File: config.mk
export PLATFORM = sky130hd
export DESIGN_NAME = keypad_divider_seq
export DESIGN_NICKNAME = d
export VERILOG_FILES = /design/src/rtl/keypad_divider_seq_pkg.sv /design/src/rtl/keypad_divider_seq_div.sv /design/src/rtl/keypad_divider_seq.sv
export SDC_FILE = /design/constraint.sdc
export NUM_CORES = 1
export LEC_CHECK = 0
export CAP_MARGIN = 5
export CORE_ASPECT_RATIO = 0.6
export CORE_UTILIZATION = 35
export DETAILED_ROUTE_END_ITERATION = 12
export GPL_TIMING_DRIVEN = 1
export HOLD_SLACK_MARGIN = 0.05
export PLACE_DENSITY = 0.62
export SYNTH_ARGS = -nofsm -noshare
export SYNTH_HDL_FRONTEND = slang
export SYNTH_SLANG_ARGS = --single-unit
File: constraint.sdc
create_clock -name clk -period 4 [get_ports clk]
set_input_delay 0.4 -clock clk [delete_from_list [all_inputs] [get_ports clk]]
set_output_delay 0.4 -clock clk [all_outputs]
set_load 0.05 [all_outputs]
File: src/rtl/keypad_divider_seq_pkg.sv
// Shared types and constants for the keypad-fed divider.
package divider_pkg;

  // state  | meaning
  // CAP_A  | shifting hex keys into the dividend
  // CAP_B  | shifting hex keys into the divisor
  // DIVIDE | restoring divider iterating, keys dropped
  // DONE   | result held until the next key or cancel
  typedef enum logic [1:0] {CAP_A, CAP_B, DIVIDE, DONE} kdiv_state_t;

  localparam int KEY_W = 4;

endpackage

File: src/rtl/keypad_divider_seq_div.sv
// Iterative restoring divider: one quotient bit per clock, W clocks after start.
module div_restoring
  import divider_pkg::*;
#(
  parameter int W = 8
) (
  input  logic         clk,
  input  logic         rst,
  input  logic         start,
  input  logic [W-1:0] dividend,
  input  logic [W-1:0] divisor,
  output logic [W-1:0] quotient,
  output logic [W-1:0] remainder,
  output logic         busy,
  output logic         done
);

  localparam int CNTW = $clog2(W + 1);

  logic [W-1:0]    rem_q;
  logic [W-1:0]    q_q;
  logic [W-1:0]    dvs_q;
  logic [CNTW-1:0] cnt_q;
  logic            busy_q;
  logic [W:0]      shifted;
  logic [W:0]      diff;
  logic [W-1:0]    rem_nxt;
  logic [W-1:0]    q_nxt;

  // A restore only happens when shifted < divisor, so its top bit is 0 and
  // the kept remainder always fits in W bits.
  always_comb begin
    shifted = {rem_q, q_q[W-1]};
    diff    = shifted - {1'b0, dvs_q};
    rem_nxt = diff[W] ? shifted[W-1:0] : diff[W-1:0];
    q_nxt   = {q_q[W-2:0], ~diff[W]};
  end

  // done flags the edge that completes the last iteration; the results are
  // presented combinationally so the parent can register them on that edge.
  assign done      = busy_q && (cnt_q == CNTW'(1));
  assign quotient  = q_nxt;
  assign remainder = rem_nxt;
  assign busy      = busy_q;

  always_ff @(posedge clk) begin
    if (rst) begin
      rem_q  <= '0;
      q_q    <= '0;
      dvs_q  <= '0;
      cnt_q  <= '0;
      busy_q <= 1'b0;
    end else if (start) begin
      rem_q  <= '0;
      q_q    <= dividend;
      dvs_q  <= divisor;
      cnt_q  <= CNTW'(W);
      busy_q <= 1'b1;
    end else if (busy_q) begin
      rem_q <= rem_nxt;
      q_q   <= q_nxt;
      cnt_q <= cnt_q - CNTW'(1);
      if (cnt_q == CNTW'(1)) busy_q <= 1'b0;
    end
  end

endmodule

File: src/rtl/keypad_divider_seq.sv
// Keypad operand capture, divide sequencing and result/status registers.
module keypad_divider_seq
  import divider_pkg::*;
#(
  parameter int W = 8,
  localparam int NIB = W / 4,
  localparam int CW = $clog2(NIB + 1)
) (
  input  logic             clk,
  input  logic             rst,
  input  logic             key_valid,
  input  logic [KEY_W-1:0] key_code,
  input  logic             cancel,
  output logic [W-1:0]     a_out,
  output logic [W-1:0]     b_out,
  output logic [W-1:0]     quotient,
  output logic [W-1:0]     remainder,
  output logic             busy,
  output logic             done,
  output logic             div_by_zero,
  output logic [CW-1:0]    nib_cnt
);

  kdiv_state_t  state, state_nxt;
  logic [W-1:0] a_nxt, b_nxt, q_nxt, r_nxt, a_shift, b_shift;
  logic [W-1:0] div_q, div_r;
  logic [CW-1:0] nib_nxt;
  logic         done_nxt, dbz_nxt, div_start, div_done, last_nib;

  // Cancel also aborts an in-flight division.
  div_restoring #(.W(W)) u_div (
    .clk      (clk),
    .rst      (rst | cancel),
    .start    (div_start),
    .dividend (a_out),
    .divisor  (b_shift),
    .quotient (div_q),
    .remainder(div_r),
    .busy     (busy),
    .done     (div_done)
  );

  always_comb begin
    a_shift   = (a_out << KEY_W) | W'(key_code);
    b_shift   = (b_out << KEY_W) | W'(key_code);
    last_nib  = (nib_cnt == CW'(NIB - 1));
    state_nxt = state;
    a_nxt     = a_out;
    b_nxt     = b_out;
    q_nxt     = quotient;
    r_nxt     = remainder;
    nib_nxt   = nib_cnt;
    done_nxt  = done;
    dbz_nxt   = div_by_zero;
    div_start = 1'b0;
    case (state)
      CAP_A: if (key_valid) begin
        a_nxt   = a_shift;
        nib_nxt = last_nib ? '0 : nib_cnt + CW'(1);
        if (last_nib) state_nxt = CAP_B;
      end
      CAP_B: if (key_valid) begin
        b_nxt   = b_shift;
        nib_nxt = last_nib ? '0 : nib_cnt + CW'(1);
        if (last_nib) begin
          if (b_shift == '0) begin
            q_nxt     = '0;
            r_nxt     = a_out;
            done_nxt  = 1'b1;
            dbz_nxt   = 1'b1;
            state_nxt = DONE;
          end else begin
            div_start = 1'b1;
            state_nxt = DIVIDE;
          end
        end
      end
      DIVIDE: if (div_done) begin
        q_nxt     = div_q;
        r_nxt     = div_r;
        done_nxt  = 1'b1;
        dbz_nxt   = 1'b0;
        state_nxt = DONE;
      end
      DONE: if (key_valid) begin
        done_nxt  = 1'b0;
        dbz_nxt   = 1'b0;
        a_nxt     = W'(key_code);
        b_nxt     = '0;
        nib_nxt   = (NIB == 1) ? CW'(0) : CW'(1);
        state_nxt = (NIB == 1) ? CAP_B : CAP_A;
      end
      default: state_nxt = CAP_A;
    endcase
    if (cancel) begin
      state_nxt = CAP_A;
      a_nxt     = '0;
      b_nxt     = '0;
      q_nxt     = '0;
      r_nxt     = '0;
      nib_nxt   = '0;
      done_nxt  = 1'b0;
      dbz_nxt   = 1'b0;
      div_start = 1'b0;
    end
  end

  always_ff @(posedge clk) begin
    if (rst) begin
      state       <= CAP_A;
      a_out       <= '0;
      b_out       <= '0;
      quotient    <= '0;
      remainder   <= '0;
      nib_cnt     <= '0;
      done        <= 1'b0;
      div_by_zero <= 1'b0;
    end else begin
      state       <= state_nxt;
      a_out       <= a_nxt;
      b_out       <= b_nxt;
      quotient    <= q_nxt;
      remainder   <= r_nxt;
      nib_cnt     <= nib_nxt;
      done        <= done_nxt;
      div_by_zero <= dbz_nxt;
    end
  end

endmodule
==> results of run 1 <==
-- power by group --
part / switching, mW / internal [mW] / total (mW)
clock network: 0.274 / 0.490 / 0.764
registers: 0.00443 / 0.671 / 0.675
logic: 0.0369 / 0.0208 / 0.0578
-- flip-flops by register name (all words and copies together) (netlist names) --
register     count
nib_cnt          2
state            2
u_div.rem_q      8
div_by_zero      1
u_div.busy       1
u_div.q_q        8
done             1
quotient         8
u_div.cnt_q      4
remainder        8
u_div.dvs_q      8
a_out            8
b_out            8
-- critical path, cell delays in order, from the launching register on --
cell	delay, ns
dfxtp_1	0.33
inv_1	0.06
ha_1	0.15
inv_1	0.05
fa_1	0.42
a211oi_1	0.33
o21ai_2	0.16
mux2i_4	0.25
or2_4	0.33
a311o_1	0.33
a32o_1	0.22
-- worst paths after layout --
path | slack [ns] | depth (start not counted) | from | to
setup / recovery | 1.25 | 10 | u_div.q_q[7]$_SDFFE_PP0P_ | remainder[5]$_SDFFE_PP0P_
hold / removal | 0.46 | 2 | u_div.dvs_q[2]$_SDFFE_PP0P_ | u_div.dvs_q[2]$_SDFFE_PP0P_
setup reg to reg | 1.25 | 10 | u_div.q_q[7]$_SDFFE_PP0P_ | remainder[5]$_SDFFE_PP0P_
hold reg to reg | 0.46 | 2 | u_div.dvs_q[2]$_SDFFE_PP0P_ | u_div.dvs_q[2]$_SDFFE_PP0P_
-- stage by stage --
step / area (µm²) / util (%) / instances
global route: 4080 / 46.4 / 538
finish: 4080 / 46.4 / 538
detailed placement: 3790 / 43.2 / 524
global placement: 3790 / 43.2 / 524
floorplan: 3270 / - / 384
CTS: 4080 / 46.4 / 538
-- metal layers --
layer | GRT usage [%] | share of wire (%) | up-vias
li1 | - | - | 1452
met1 | 27.9 | 53 | 1340
met2 | 26.3 | 40 | 83
met3 | 7.33 | 6.5 | 9
met4 | 5.36 | 0.86 | 0
met5 | 0 | 0 | -
-- area by class of cell --
type / instances / share of cell area [%]
clock inverters: 3 / 0.982
multi-input cells: 279 / 43.5
inverters: 18 / 1.66
flip-flops and latches: 67 / 32.9
repair buffers: 48 / 11.5
clock buffers: 11 / 5.95
well taps: 112 / 3.44
-- cell usage after synthesis, types with 2 or more instances --
master and number:
mux2i_1 14, nand2_1 25, xor2_1 2, inv_1 16, nor4_1 2, dfxtp_1 67
nand3_1 6, a211oi_1 22, nand3b_1 3, nor3_1 3, o21a_1 6, ha_1 14
a21oi_1 42, o21ai_2 2, a22oi_1 9, o211ai_1 9, o21ai_1 2, xnor2_1 5
nor3b_1 12, nor2_1 54, clkbuf_1 18, o21ai_0 17, a31oi_1 2, clkinv_1 2
nand2b_1 6
-- cells by family (layout without fill, tap and decap cells) --
logic type | Yosys count | after routing | synth area share [%]
DFF | 67 | 67 | 41.1
xor gates and xnor gates | 7 | 7 | 1.88
AOI/OAI and AO/OA | 122 | 122 | 23.9
muxes | 16 | 16 | 5.33
and+or+nand+nor | 119 | 119 | 17.2
buffers and inverters | 38 | 80 | 4.60
adders and majority gates | 15 | 15 | 5.98
==> impl_metrics.tcl, run 1 <==
set metrics [dict create \
    outcome "completed" \
    netlist.area_leader.share_pct 41.1 \
    rsz0062_at_grt "no" \
    wl_per_cell_um 16.0 \
    finalCriticalPeriod_ns 2.75 \
    final_common_cell "dfxtp_1" \
    routed-via-count 2884 \
    power_mw 1.50 \
    clock_sinks 67 \
    required_ns 4.22 \
    port_buffers 44 \
    drive_gt1_share_pct 5.87 \
    routabilityCongestion 0.889 \
    ctsHoldBuffers 0 \
    route.detailed.drc 0 \
    die_area_um2 9730 \
    pre_cts_ws_ns 1.16 \
    drt_iter0_drc 279 \
    post_cts_buffers 0 \
    async_flop_share_pct 0 \
    clk_latency_ns 0.33 \
    avgSynthCellArea_um2 8.50 \
    setup_slack_ns 1.25 \
    start_util_pct 37.2 \
    critPathMaxFanout 12 \
    synth-seq-cells 67 \
    antenna_found_initial 0 \
    rows 26 \
    wl_um 8620 \
    setup_viol 0 \
    hold_class "reg -> reg" \
    fmax_mhz 364 \
    post_cts_resized 0 \
    nNetsFinal 446 \
    final-seq-area_um2 1340 \
    die_x_um 127 \
    final_antenna_net_count 0 \
    tightest_slew_ns 1.07 \
    ys.flop_type "dfxtp_1" \
    ctsHtreeMaxLevel 3 \
    drtPass1Iterations 4 \
    ctsRootBufferMaster "clkbuf_16" \
    clk_pin_slew_ns 0.05 \
    layout_common_cells "dfxtp_1 (67), nor2_1 (54), clkdlybuf4s50_1 (44)" \
    diodes 0 \
    ys_warn_count 0 \
    num_io_pins 45 \
    numCtsBuffers 9 \
    timing.hold.ws_ns 0.457 \
    gr-total-overflow 0 \
    netlist_area_um2 3270 \
    synth-seq-area-share_pct 41.1 \
    max-vdd-ir-drop_v 0.000215 \
    syn_nets 407 \
    synth_area_leaders "dfxtp_1 (41%), a21oi_1 (6.4%), nor2_1 (6.2%), ha_1 (5.4%), a211oi_1 (5.1%)" \
    slew-limit-headroom_pct 28.0 \
    synth_edf_count 0 \
    multi_input_area_um2 1770 \
    dp_hpwl_um 6220 \
    crit_arrival_ns 2.97 \
    fill_cells 869 \
    p_leak_nw 1.34 \
    grt_max_degree 48 \
    syn_to_final_growth_pct 24.8 \
    fin_setup_tns_ns 0 \
    start_kind "flip-flop" \
    fin_crit_sh_pct 68.7 \
    grt_pass1_wl_um 14500 \
    cts_tree "done" \
    power_density_nw_per_um2 367 \
    maxCapViolCount 0 \
    end_kind "flip-flop" \
    synth_top_cell_by_area "dfxtp_1" \
    finClkSkew_ns 0.00583 \
    hold_viol 0 \
    coreArea_um2 8780 \
    cts_buffer_depth 2 \
    grt_pass1_vias 2738 \
    crit_type "reg -> reg" \
    vias_per_cell 5.36 \
    drv_slew 0 \
    synthCells 384 \
    yosys.cell_types.count 49 \
    grt_usage_pct 19.4 \
    fp.dieH_um 76.8 \
]
Power figures use the tool's default switching activity.
==> inputs of run 2 (changes only) <==
--- a/config.mk
+++ b/config.mk
@@ -11,7 +11,7 @@
 export DETAILED_ROUTE_END_ITERATION = 12
 export GPL_TIMING_DRIVEN = 1
 export HOLD_SLACK_MARGIN = 0.05
-export PLACE_DENSITY = 0.62
+export PLACE_DENSITY = 0.64
 export SYNTH_ARGS = -nofsm -noshare
 export SYNTH_HDL_FRONTEND = slang
 export SYNTH_SLANG_ARGS = --single-unit
==> constraint.sdc (replaced) <==
create_clock -name clk -period 2.4 [get_ports clk]
set_input_delay 0.24 -clock clk [delete_from_list [all_inputs] [get_ports clk]]
set_output_delay 0.24 -clock clk [all_outputs]
set_load 0.05 [all_outputs]
==> run 2 against run 1 <==
Compared with the run above: global-route usage up 0.96 points; clock skew about the same; maximum frequency up 16%; critical endpoint unchanged; register-to-register slack worse by 1.2 ns; hold slack worse by 0.0032 ns; non-clock buffer count up 31; critical path type unchanged; critical path depth unchanged.
==> impl_metrics.tcl, run 2 (synthesized netlist as in run 1, its figures left out) <==
set metrics [dict create \
    slew-limit-headroom_pct 40.0 \
    rr_worst_depth 10 \
    crit_type "reg -> reg" \
    hold_viol 0 \
    fin_crit_sh_pct 98.8 \
    drt_iter0_drc 156 \
    drtPass1Iterations 4 \
    gr-total-overflow 0 \
    grt_pass1_wl_um 15200 \
    rows 26 \
    tightest_slew_ns 0.899 \
    ctsHtreeMaxLevel 3 \
    ctsHoldBuffers 0 \
    drive_gt1_share_pct 16.1 \
    diodes 0 \
    ctsRootBufferMaster "clkbuf_16" \
    fp.dieH_um 76.8 \
    crit_arrival_ns 2.60 \
    outcome "completed" \
    wl_per_cell_um 16.1 \
    route.detailed.drc 0 \
    wl_um 9200 \
    cts_buffer_depth 2 \
    grt_usage_pct 20.3 \
    drv_slew 0 \
    antenna_found_initial 0 \
    syn_to_final_growth_pct 36.1 \
    finalCriticalPeriod_ns 2.37 \
    whs_path_depth 2 \
    maxCapViolCount 0 \
    grt_max_degree 48 \
    dp_hpwl_um 6640 \
    cp-startpoint "u_div.q_q[7]$_SDFFE_PP0P_" \
    coreArea_um2 8780 \
    min_from "u_div.dvs_q[6]$_SDFFE_PP0P_" \
    required_ns 2.63 \
    start_util_pct 37.2 \
    setup_viol 0 \
    clock_sinks 67 \
    power_density_nw_per_um2 619 \
    critPathMaxFanout 5 \
    cts_tree "done" \
    numCtsBuffers 9 \
    layout_common_cells "dfxtp_1 (65), nor2_1 (53), clkdlybuf4s50_1 (43)" \
    final_common_cell "dfxtp_1" \
    fin_setup_tns_ns 0 \
    start_kind "flip-flop" \
    nNetsFinal 478 \
    die_area_um2 9730 \
    rsz0062_at_grt "yes" \
    final_antenna_net_count 0 \
    pre_cts_ws_ns -0.0808 \
    routabilityCongestion 0.963 \
    r2r_start "u_div.q_q[7]$_SDFFE_PP0P_" \
    finClkSkew_ns 0.00585 \
    grt_pass1_vias 2841 \
    hold_class "reg -> reg" \
    p_leak_nw 1.55 \
    num_io_pins 45 \
    die_x_um 127 \
    clk_pin_slew_ns 0.05 \
    fmax_mhz 422 \
    vias_per_cell 5.31 \
    fill_cells 827 \
    setup_slack_ns 0.0287 \
    clk_latency_ns 0.34 \
    end_kind "flip-flop" \
    max-vdd-ir-drop_v 0.000353 \
    port_buffers 44 \
    routed-via-count 3037 \
]
-- run 2: layout make-up --
cell class                 count  area, µm²  share of cell area (%)
clock buffer                  11        243                    5.46
clock inverter                 5        100                    2.25
inverter                      18       67.6                    1.52
multi-input combinational    280       1840                    41.3
sequential                    67       1340                    30.2
tap                          112        140                    3.15
timing repair buffer          79        713                    16.1
-- run 2: power breakdown --
| part | switching, mW | leakage (nW) | internal, mW | total [mW] |
|---|---|---|---|---|
| sequential | 0.00751 | 0.541 | 1.12 | 1.13 |
| combinational | 0.0642 | 0.835 | 0.0390 | 0.103 |
| clock | 0.482 | 0.169 | 1.04 | 1.52 |
| total | 0.554 | 1.55 | 2.20 | 2.75 |
-- run 2: routing by layer --
layer	routed length [µm]	vias up	global-route usage (%)
li1	-	1524	-
met1	4780	1405	29.7
met2	3710	101	27.5
met3	641	7	7.19
met4	72	0	5.60
met5	0	-	0
-- run 2: per-stage QoR --
stage	total power, mW	utilization (%)	instances	hold WS, ns	instance area [µm²]
floorplan	1.21	-	384	0.376	3270
detailed placement	1.25	45.9	554	0.448	4030
global route	2.84	50.6	572	0.476	4440
global placement	1.25	45.9	554	0.445	4030
finish	2.75	50.6	572	0.453	4440
CTS	2.78	50.2	571	0.456	4410
-- run 2: timing repair --
item,CTS,global route
setup endpoints to repair,10,24
setup buffers,0,1
resized for setup,4,10
cloned,1,0
pin swaps,3,2
-- run 2: path summary, 6_finish.rpt --
path / slack, ns / endpoint
worst min register to register: 0.45 / u_div.dvs_q[6]$_SDFFE_PP0P_
worst min-delay path: 0.45 / u_div.dvs_q[6]$_SDFFE_PP0P_
worst max register to register: 0.03 / remainder[5]$_SDFFE_PP0P_
worst max-delay path: 0.03 / remainder[5]$_SDFFE_PP0P_
-- run 2: worst max-delay path: stages, from the launching register on --
cell,delay (ns)
dfxtp_2,0.32
inv_2,0.06
ha_4,0.12
inv_2,0.03
fa_2,0.34
a211oi_2,0.21
o21ai_2,0.13
mux2i_4,0.24
or2_4,0.28
a311o_1,0.33
a32o_1,0.21
==> inputs of run 3 (changes only) <==
--- a/config.mk
+++ b/config.mk
@@ -11,7 +11,7 @@
 export DETAILED_ROUTE_END_ITERATION = 12
 export GPL_TIMING_DRIVEN = 1
 export HOLD_SLACK_MARGIN = 0.05
-export PLACE_DENSITY = 0.64
+export PLACE_DENSITY = 0.58
 export SYNTH_ARGS = -nofsm -noshare
 export SYNTH_HDL_FRONTEND = slang
 export SYNTH_SLANG_ARGS = --single-unit
==> run 3 against run 2 <==
Compared with the run above: cell count is 0.70% lower; highest routed layer unchanged; sequential cell count stayed put; design area is 1.5% lower; count of clock-buffer cells in the layout is 1 lower; sequential share of layout area is 0.44 points higher; largest cell class unchanged; global-route usage is 0.34 points higher; critical endpoint is now u_div.q_q[0]$_SDFFE_PP0P_; critical path type unchanged; core utilization is 0.77 points lower; maximum frequency is 0.67% higher; hold slack better by 0.0054 ns.
==> impl_metrics.tcl, run 3 (synthesized netlist as in run 1, its figures left out) <==
set metrics [dict create \
    grt_pass1_vias 2840 \
    wl_um 9490 \
    cts_tree "done" \
    antenna_found_initial 0 \
    min_from "u_div.dvs_q[0]$_SDFFE_PP0P_" \
    sw_frac_of_total_pct 21.0 \
    wl_met3_um 746 \
    grt_max_degree 48 \
    crit_type "reg -> reg" \
    rows 26 \
    diodes 0 \
    die_x_um 127 \
    ctsRootBufferMaster "clkbuf_16" \
    critPathMaxFanout 7 \
    ctsHtreeMaxLevel 3 \
    reg2reg_to "u_div.q_q[0]$_SDFFE_PP0P_" \
    slew-limit-headroom_pct 38.2 \
    grt_usage_pct 20.7 \
    switchingPower_mw 0.580 \
    hold_viol 0 \
    clk_latency_ns 0.34 \
    routabilityCongestion 0.894 \
    combPwrFrac_pct 3.9 \
    p_leak_nw 1.51 \
    drive_gt1_share_pct 13.8 \
    met1Wirelength_um 4900 \
    end_kind "flip-flop" \
    post_cts_buffers 0 \
    placed_area_um2 4010 \
    crit_arrival_ns 2.61 \
    syn_to_final_growth_pct 34.0 \
    clockPowerShare_pct 55.3 \
    r2r_start "u_div.rem_q[2]$_SDFFE_PP0P_" \
    route.detailed.drc 0 \
    drtPass1Iterations 4 \
    hold_class "reg -> reg" \
    grt_pass1_wl_um 15400 \
    drv_slew 0 \
    rsz0062_at_grt "yes" \
    numCtsBuffers 9 \
    nNetsFinal 474 \
    seqPwrFrac_pct 40.8 \
    dp_hpwl_um 6930 \
    wl_met2_um 3790 \
    vias_per_cell 5.40 \
    setup_viol 0 \
    required_ns 2.66 \
    rr_worst_depth 9 \
    final_area_um2 4380 \
    start_kind "flip-flop" \
    min_to "u_div.dvs_q[0]$_SDFFE_PP0P_" \
    coreArea_um2 8780 \
    routed.top_layer "met4" \
    layout_common_cells "dfxtp_1 (66), nor2_1 (54), clkdlybuf4s50_1 (43)" \
    power_density_nw_per_um2 630 \
    num_io_pins 45 \
    start_util_pct 37.2 \
    wl_per_cell_um 16.7 \
    outcome "completed" \
    final_antenna_net_count 0 \
    routed-via-count 3067 \
    fmax_mhz 425 \
    port_buffers 44 \
    fin_setup_tns_ns 0 \
    die_area_um2 9730 \
    finalCriticalPeriod_ns 2.36 \
    max-vdd-ir-drop_v 0.000303 \
    fp.dieH_um 76.8 \
    finClkSkew_ns 0.00908 \
    ctsHoldBuffers 0 \
    tightest_slew_ns 0.928 \
    maxCapViolCount 0 \
    clock_sinks 67 \
    reg2reg_slack_ns 0.04 \
    final_common_cell "dfxtp_1" \
    fin_crit_sh_pct 98.1 \
    cts_buffer_depth 2 \
    internal-power_mw 2.18 \
    whs_path_depth 2 \
    clk_pin_slew_ns 0.06 \
    gr-total-overflow 0 \
    drt_iter0_drc 231 \
]
-- run 3: power groups by stage --
stage	registers [mW]	logic [mW]	clock network (mW)
CTS	1.12	0.107	1.55
global route	1.13	0.116	1.59
finish	1.13	0.107	1.53
global placement	1.15	0.106	0
floorplan	1.16	0.0455	0
detailed placement	1.15	0.107	0
-- run 3: how the worst max path moves through the flow --
stage	start	to	cells past startpoint
6_report	u_div.rem_q[2]$_SDFFE_PP0P_	u_div.q_q[0]$_SDFFE_PP0P_	9
5_1_grt	u_div.rem_q[3]$_SDFFE_PP0P_	u_div.q_q[0]$_SDFFE_PP0P_	9
4_1_cts	u_div.rem_q[0]$_SDFFE_PP0P_	remainder[5]$_SDFFE_PP0P_	7
3_5_place_dp	u_div.q_q[7]$_SDFFE_PP0P_	u_div.rem_q[2]$_SDFFE_PP0P_	12
3_3_place_gp	u_div.q_q[7]$_SDFFE_PP0P_	u_div.rem_q[2]$_SDFFE_PP0P_	12
2_1_floorplan	u_div.q_q[7]$_SDFFE_PP0P_	remainder[5]$_SDFFE_PP0P_	10
-- run 3: timing repair --
item	4_1_cts	5_1_grt
resized for setup	1	6
pin swaps	2	1
hold endpoints to repair	0	0
setup endpoints to repair	8	10
-- run 3: cell type report --
type                            count  area (µm²)
Fill cell                         842        4410
Multi-Input combinational cell    279        1810
Sequential cell                    67        1340
Timing Repair Buffer               76         678
Clock buffer                       10         229
Tap cell                          112         140
Clock inverter                      6         113
Inverter                           18        67.6
-- run 3: per-layer routing --
metal	global-route usage (%)	vias up
li1	-	1515
met1	31.7	1455
met2	27.9	91
met3	4.75	6
met4	6.43	0
met5	0	-
-- run 3: critical path, cell delays in order, from the launching register on --
cell      delay, ns
dfxtp_1        0.38
ha_2           0.40
o211ai_1       0.12
o21ai_2        0.27
mux2i_4        0.33
nor2_1         0.07
buf_4          0.17
buf_4          0.12
a211o_1        0.28
a21oi_1        0.14
-- run 3: through the flow --
stage	total power, mW	instances	setup WS (ns)	hold WS, ns	util, %
3_5_place_dp	1.26	552	-0.0338	0.450	45.6
3_3_place_gp	1.25	552	-0.00280	0.445	45.6
5_1_grt	2.83	568	-0.0706	0.483	49.8
4_1_cts	2.78	568	0.0395	0.460	49.5
6_report	2.76	568	0.0446	0.459	49.8
2_1_floorplan	1.21	384	0.0299	0.376	-
